`config.mk`:
```
export PLATFORM = sky130hd
export DESIGN_NAME = grf
export DESIGN_NICKNAME = d
export VERILOG_FILES = /design/src/rtl/mips_pkg.sv /design/src/rtl/grf_commit_log.sv /design/src/rtl/grf.sv
export SDC_FILE = /design/constraint.sdc
export NUM_CORES = 2
export LEC_CHECK = 0
export CAP_MARGIN = 20
export CELL_PAD_IN_SITES_DETAIL_PLACEMENT = 1
export CELL_PAD_IN_SITES_GLOBAL_PLACEMENT = 2
export CORE_MARGIN = 3
export CORE_UTILIZATION = 41
export DETAILED_ROUTE_END_ITERATION = 7
export GPL_TIMING_DRIVEN = 0
export PLACE_DENSITY_LB_ADDON = 0.25
export SYNTH_ARGS = -nofsm -noshare
export SYNTH_HDL_FRONTEND = slang
export SYNTH_SLANG_ARGS = --single-unit
```
`constraint.sdc`:
```
create_clock -name clk -period 3.9 [get_ports clk]
set_input_delay 1.17 -clock clk [delete_from_list [all_inputs] [get_ports clk]]
set_output_delay 1.17 -clock clk [all_outputs]
set_load 0.05 [all_outputs]
```
`src/rtl/mips_pkg.sv`:
```
// Shared datapath types for the writeback, register file and hazard units.
package mips_pkg;

    localparam int DATA_W = 32;
    localparam int ADDR_W = 5;
    localparam int REG_ZERO = 0;

    typedef logic [DATA_W-1:0] word_t;
    typedef logic [ADDR_W-1:0] reg_idx_t;

    typedef struct packed {
        logic     valid;
        word_t    pc;
        reg_idx_t idx;
        word_t    data;
    } wb_log_t;

    function automatic logic isZeroIdx(input reg_idx_t idx);
        return idx == reg_idx_t'(REG_ZERO);
    endfunction

endpackage

```
`src/rtl/grf_commit_log.sv`:
```
// Registered commit-log record and running count of emitted records.
module grf_commit_log #(
    parameter int DATA_W = 32,
    parameter int ADDR_W = 5
) (
    input  logic              clk,
    input  logic              reset,
    input  logic              logEn,
    input  logic [31:0]       pc,
    input  logic [ADDR_W-1:0] idx,
    input  logic [DATA_W-1:0] data,
    output logic              log_valid,
    output logic [31:0]       log_pc,
    output logic [ADDR_W-1:0] log_reg,
    output logic [DATA_W-1:0] log_data,
    output logic [31:0]       wr_count
);

    logic              validQ;
    logic [31:0]       pcQ;
    logic [ADDR_W-1:0] idxQ;
    logic [DATA_W-1:0] dataQ;
    logic [31:0]       wrCountQ;

    // Fields only load on a record so they hold between pulses.
    always_ff @(posedge clk) begin
        if (reset) begin
            validQ   <= 1'b0;
            pcQ      <= '0;
            idxQ     <= '0;
            dataQ    <= '0;
            wrCountQ <= '0;
        end else begin
            validQ <= logEn;
            if (logEn) begin
                pcQ      <= pc;
                idxQ     <= idx;
                dataQ    <= data;
                wrCountQ <= wrCountQ + 32'd1;
            end
        end
    end

    assign log_valid = validQ;
    assign log_pc    = pcQ;
    assign log_reg   = idxQ;
    assign log_data  = dataQ;
    assign wr_count  = wrCountQ;

endmodule

```
`src/rtl/grf.sv`:
```
// General register file: two combinational read ports, one write port, commit log.
// Define GRF_BYPASS_EN for same-cycle write-through on the read ports.
module grf
    import mips_pkg::*;
#(
    parameter int DATA_W          = mips_pkg::DATA_W,
    parameter int ADDR_W          = mips_pkg::ADDR_W,
    parameter int LOG_ZERO_WRITES = 1
) (
    input  logic              clk,
    input  logic              reset,
    input  logic              RegWriteW,
    input  logic [ADDR_W-1:0] WriteRegW,
    input  logic [DATA_W-1:0] ResultW,
    input  logic [31:0]       PC_W,
    input  logic [ADDR_W-1:0] A1,
    input  logic [ADDR_W-1:0] A2,
    output logic [DATA_W-1:0] RD1,
    output logic [DATA_W-1:0] RD2,
    output logic              log_valid,
    output logic [31:0]       log_pc,
    output logic [ADDR_W-1:0] log_reg,
    output logic [DATA_W-1:0] log_data,
    output logic [31:0]       wr_count
);

    localparam int NREG = 2 ** ADDR_W;
    localparam logic [ADDR_W-1:0] ZERO_IDX = ADDR_W'(REG_ZERO);

    logic [DATA_W-1:0] regs [NREG];
    logic              wrNonZero;
    logic              logEn;

    assign wrNonZero = RegWriteW && (WriteRegW != ZERO_IDX);
    assign logEn     = wrNonZero ||
                       (RegWriteW && (LOG_ZERO_WRITES != 0));

    always_ff @(posedge clk) begin
        if (reset) begin
            for (int i = 0; i < NREG; i++) begin
                regs[i] <= '0;
            end
        end else if (wrNonZero) begin
            regs[WriteRegW] <= ResultW;
        end
    end

    always_comb begin
        RD1 = '0;
        RD2 = '0;
        if (A1 != ZERO_IDX) begin
            RD1 = regs[A1];
`ifdef GRF_BYPASS_EN
            if (wrNonZero && (WriteRegW == A1)) begin
                RD1 = ResultW;
            end
`endif
        end
        if (A2 != ZERO_IDX) begin
            RD2 = regs[A2];
`ifdef GRF_BYPASS_EN
            if (wrNonZero && (WriteRegW == A2)) begin
                RD2 = ResultW;
            end
`endif
        end
    end

    grf_commit_log #(
        .DATA_W(DATA_W),
        .ADDR_W(ADDR_W)
    ) uLog (
        .clk      (clk),
        .reset    (reset),
        .logEn    (logEn),
        .pc       (PC_W),
        .idx      (WriteRegW),
        .data     (ResultW),
        .log_valid(log_valid),
        .log_pc   (log_pc),
        .log_reg  (log_reg),
        .log_data (log_data),
        .wr_count (wr_count)
    );

endmodule
```
==> impl_metrics.ini <==
[sta]
whs_ps = 492
setup_viol = 130
postLayoutSetupSlackWorst_ps = -675
hold_viol_final = 0
rsz0062_at_grt = true
min_period_ps = 4580
drv_slew = 0
worstMarginPinSlew_ps = 1200
finalClockSkew_ps = 20.9
relSlewSlack_pct = 20.3
fmax_mhz = 219
layout_worst_path_cycle_share_pct = 117

[drt]
wire_per_inst_um = 41.8
viasPerCell = 6.52
wl_mm = 270
firstDrtPassIters = 7
ant_nets = 0
drc_errors = 0
drt-initial-drc-count = 6331
num_vias = 42100

[grt]
grt_pass1_wl_mm = 361
track_usage_pct = 36.5
grt_max_degree = 33
antenna_found_initial = 16
grt_pass1_vias = 42200
grt_overflow = 0

[floorplanning]
row_count = 137
dieArea_sq_um = 146000
die_w_um = 383
pin_count = 248
floorplan.initialDensity_pct = 41.5
die_y_um = 383
core_sq_um = 140000

[setup_path]
rr_worst_depth = 7
critPathMaxStageDelay_ps = 480
crit_fanout = 10
critPathTopFamily = buffers and inverters
crit_start = A1[2]
end_kind = output pin
required_ps = 2730
worstSetupStartpointType = input port
arrival_ps = 3410
cp_slowest_cell = a221oi_4
path_cells = buf_6 > buf_12 > clkbuf_16 > mux4_2 > mux2i_4 > nor2_4 > a221oi_4 > a221oi_4 > buf_6
crit_cells = 9
r2r_start = uLog.wr_count[0]$_SDFFE_PP0P_
path_class = input port to output pin
critPathBufInv = 4

[clock_network]
root_buffer = clkbuf_16
path_clk_slew_ps = 60
cts.sinks = 1126
clkLatencyLatePin_ps = 790
cts_tree = done
postCtsHoldBufs = 0
max-clock-path-buffers = 3
htreeDepth = 4
cts_buffers = 134

[run_status]
run_status = finished, violations left
violations = negative setup slack

[synthesis]
ys_top_cells_by_area = edfxtp_1, mux4_2, and2_1
synth.avg_cell_area_sq_um = 14.9
synth_top_cell_area_share_pct = 52.8
synth-seq-cells = 1126
synthTopCellsByCount = edfxtp_1, and2_1, mux4_2
synth_most_common_cell = edfxtp_1
synth_area_sq_um = 58200
synth_cells = 3897
synth_top_cell_by_area = edfxtp_1
ys_types = 40
yosysWarnings = 0
synth-seq-area-share_pct = 56.4
synth_ff_type = edfxtp_1
synthArstFlopShare_pct = 0
synth_edf_count = 1024

[power_and_ir_drop]
vdd_ir_drop_max_mv = 0.337
p_per_area_nw_per_um2 = 433
p_leak_nw = 26.0

[layout]
largest_reg_flops = 1024
layout-drive-gt1-share_pct = 34.3
area_delta_synth_final_pct = 29.2
stdcell_count = 6455
regMostFlops = regs
fin_nets = 4554
n_fill_cell = 13300

[placed_design]
place.gp.congestion = 0.972
io_buffers = 236
dp.final_hpwl_mm = 185
placedCellCount = 6072

[min_path]
hold_path_depth = 2
hold_start = uLog.log_data[12]$_SDFFE_PP0P_
hold_path.class = flop to flop

[flow_run]
drv_cap = 0
## per-layer routing
metal	share of wire (%)	up-vias	global-route usage [%]
met2	43	3290	53.8
met4	7.6	10	22.9
met5	0.026	-	0
met3	14	709	13.4
li1	-	16000	-
met1	35	22100	45.7
## final timing paths
| check | end | slack [ps] |
|---|---|---|
| worst max-delay path | RD1[17] | -680 |
| worst min register to register | uLog.log_data[12]$_SDFFE_PP0P_ | 490 |
| worst min-delay path | uLog.log_data[12]$_SDFFE_PP0P_ | 490 |
| worst max register to register | uLog.wr_count[24]$_SDFFE_PP0P_ | 1460 |
## final cells by class
cell class | instances | area, sq um | share of cell area (%)
tap | 1876 | 2350 | 3.12
multi-input combinational | 2392 | 27100 | 36.1
buffer | 399 | 3540 | 4.71
timing repair buffer | 413 | 5230 | 6.95
antenna | 4 | 10.0 | 0.0133
inverter | 5 | 18.8 | 0.0250
clock buffer | 184 | 3700 | 4.92
sequential | 1126 | 32800 | 43.6
clock inverter | 56 | 444 | 0.591
## through the flow
step | total power, mW | setup slack (ps) | area, sq um | utilization [%] | setup TNS [ps]
6_report | 32.6 | -675 | 75200 | 53.6 | -35940
5_1_grt | 33.2 | -640 | 75200 | 53.6 | -33910
4_1_cts | 32.2 | -633 | 74100 | 52.8 | -32040
3_5_place_dp | 19.4 | -2830 | 65200 | 46.5 | -1042580
3_3_place_gp | 19.2 | -2990 | 64600 | 46.1 | -1369340
2_1_floorplan | 17.2 | -92.7 | 59900 | - | -4030
## cells by family after synthesis
group,count (synthesis),share of synthesized area [%]
AO/OA/AOI/OAI,259,2.87
XOR/XNOR,25,0.376
adder cells (fa/ha/maj),1,0.0215
buffers and inverters,410,2.86
flip-flops,1126,56.4
multiplexers,759,24.2
other,1,0.00644
AND/OR/NAND/NOR,1316,13.3
## cells in the final DEF (no fill, tap or decap), types with 24 or more instances in the layout
master / instances
nand2_2: 24
buf_12: 88
o21ai_4: 39
nor2_1: 124
mux2_4: 48
mux2i_1: 106
a221oi_4: 25
mux4_2: 512
and2_1: 995
clkdlybuf4s50_1: 169
clkbuf_4: 28
or2_2: 29
dfxtp_1: 102
mux2i_4: 28
buf_16: 47
a21oi_4: 28
buf_6: 95
clkbuf_16: 152
clkinv_1: 25
a22oi_2: 37
a31oi_4: 30
a21oi_2: 32
clkbuf_1: 255
conb_1: 32
buf_8: 37
mux2i_2: 28
clkbuf_8: 32
buf_4: 65
mux2_2: 37
edfxtp_1: 1024
nand2_1: 30
## worst min-delay path, delay by kind of cell (launching register included)
kind / cells / cell delay, ps
DFF: 1 / 320
and+or+nand+nor: 1 / 70
muxes: 1 / 60
## what timing repair did
| action | in CTS | in global routing |
|---|---|---|
| pin swaps | 77 | 82 |
| cloned | 21 | 3 |
| resized for setup | 1206 | 164 |
| setup endpoints to repair | 222 | 238 |
| setup buffers | 71 | 50 |
## where the power goes
part	leakage, nW	internal [mW]	total (mW)	switching [mW]
clock	2.02	6.97	12.3	5.32
combinational	13.4	2.46	6.11	3.66
sequential	10.6	13.8	14.2	0.358
total	26.0	23.2	32.6	9.33
No activity file was read; power rests on OpenSTA's default activity.
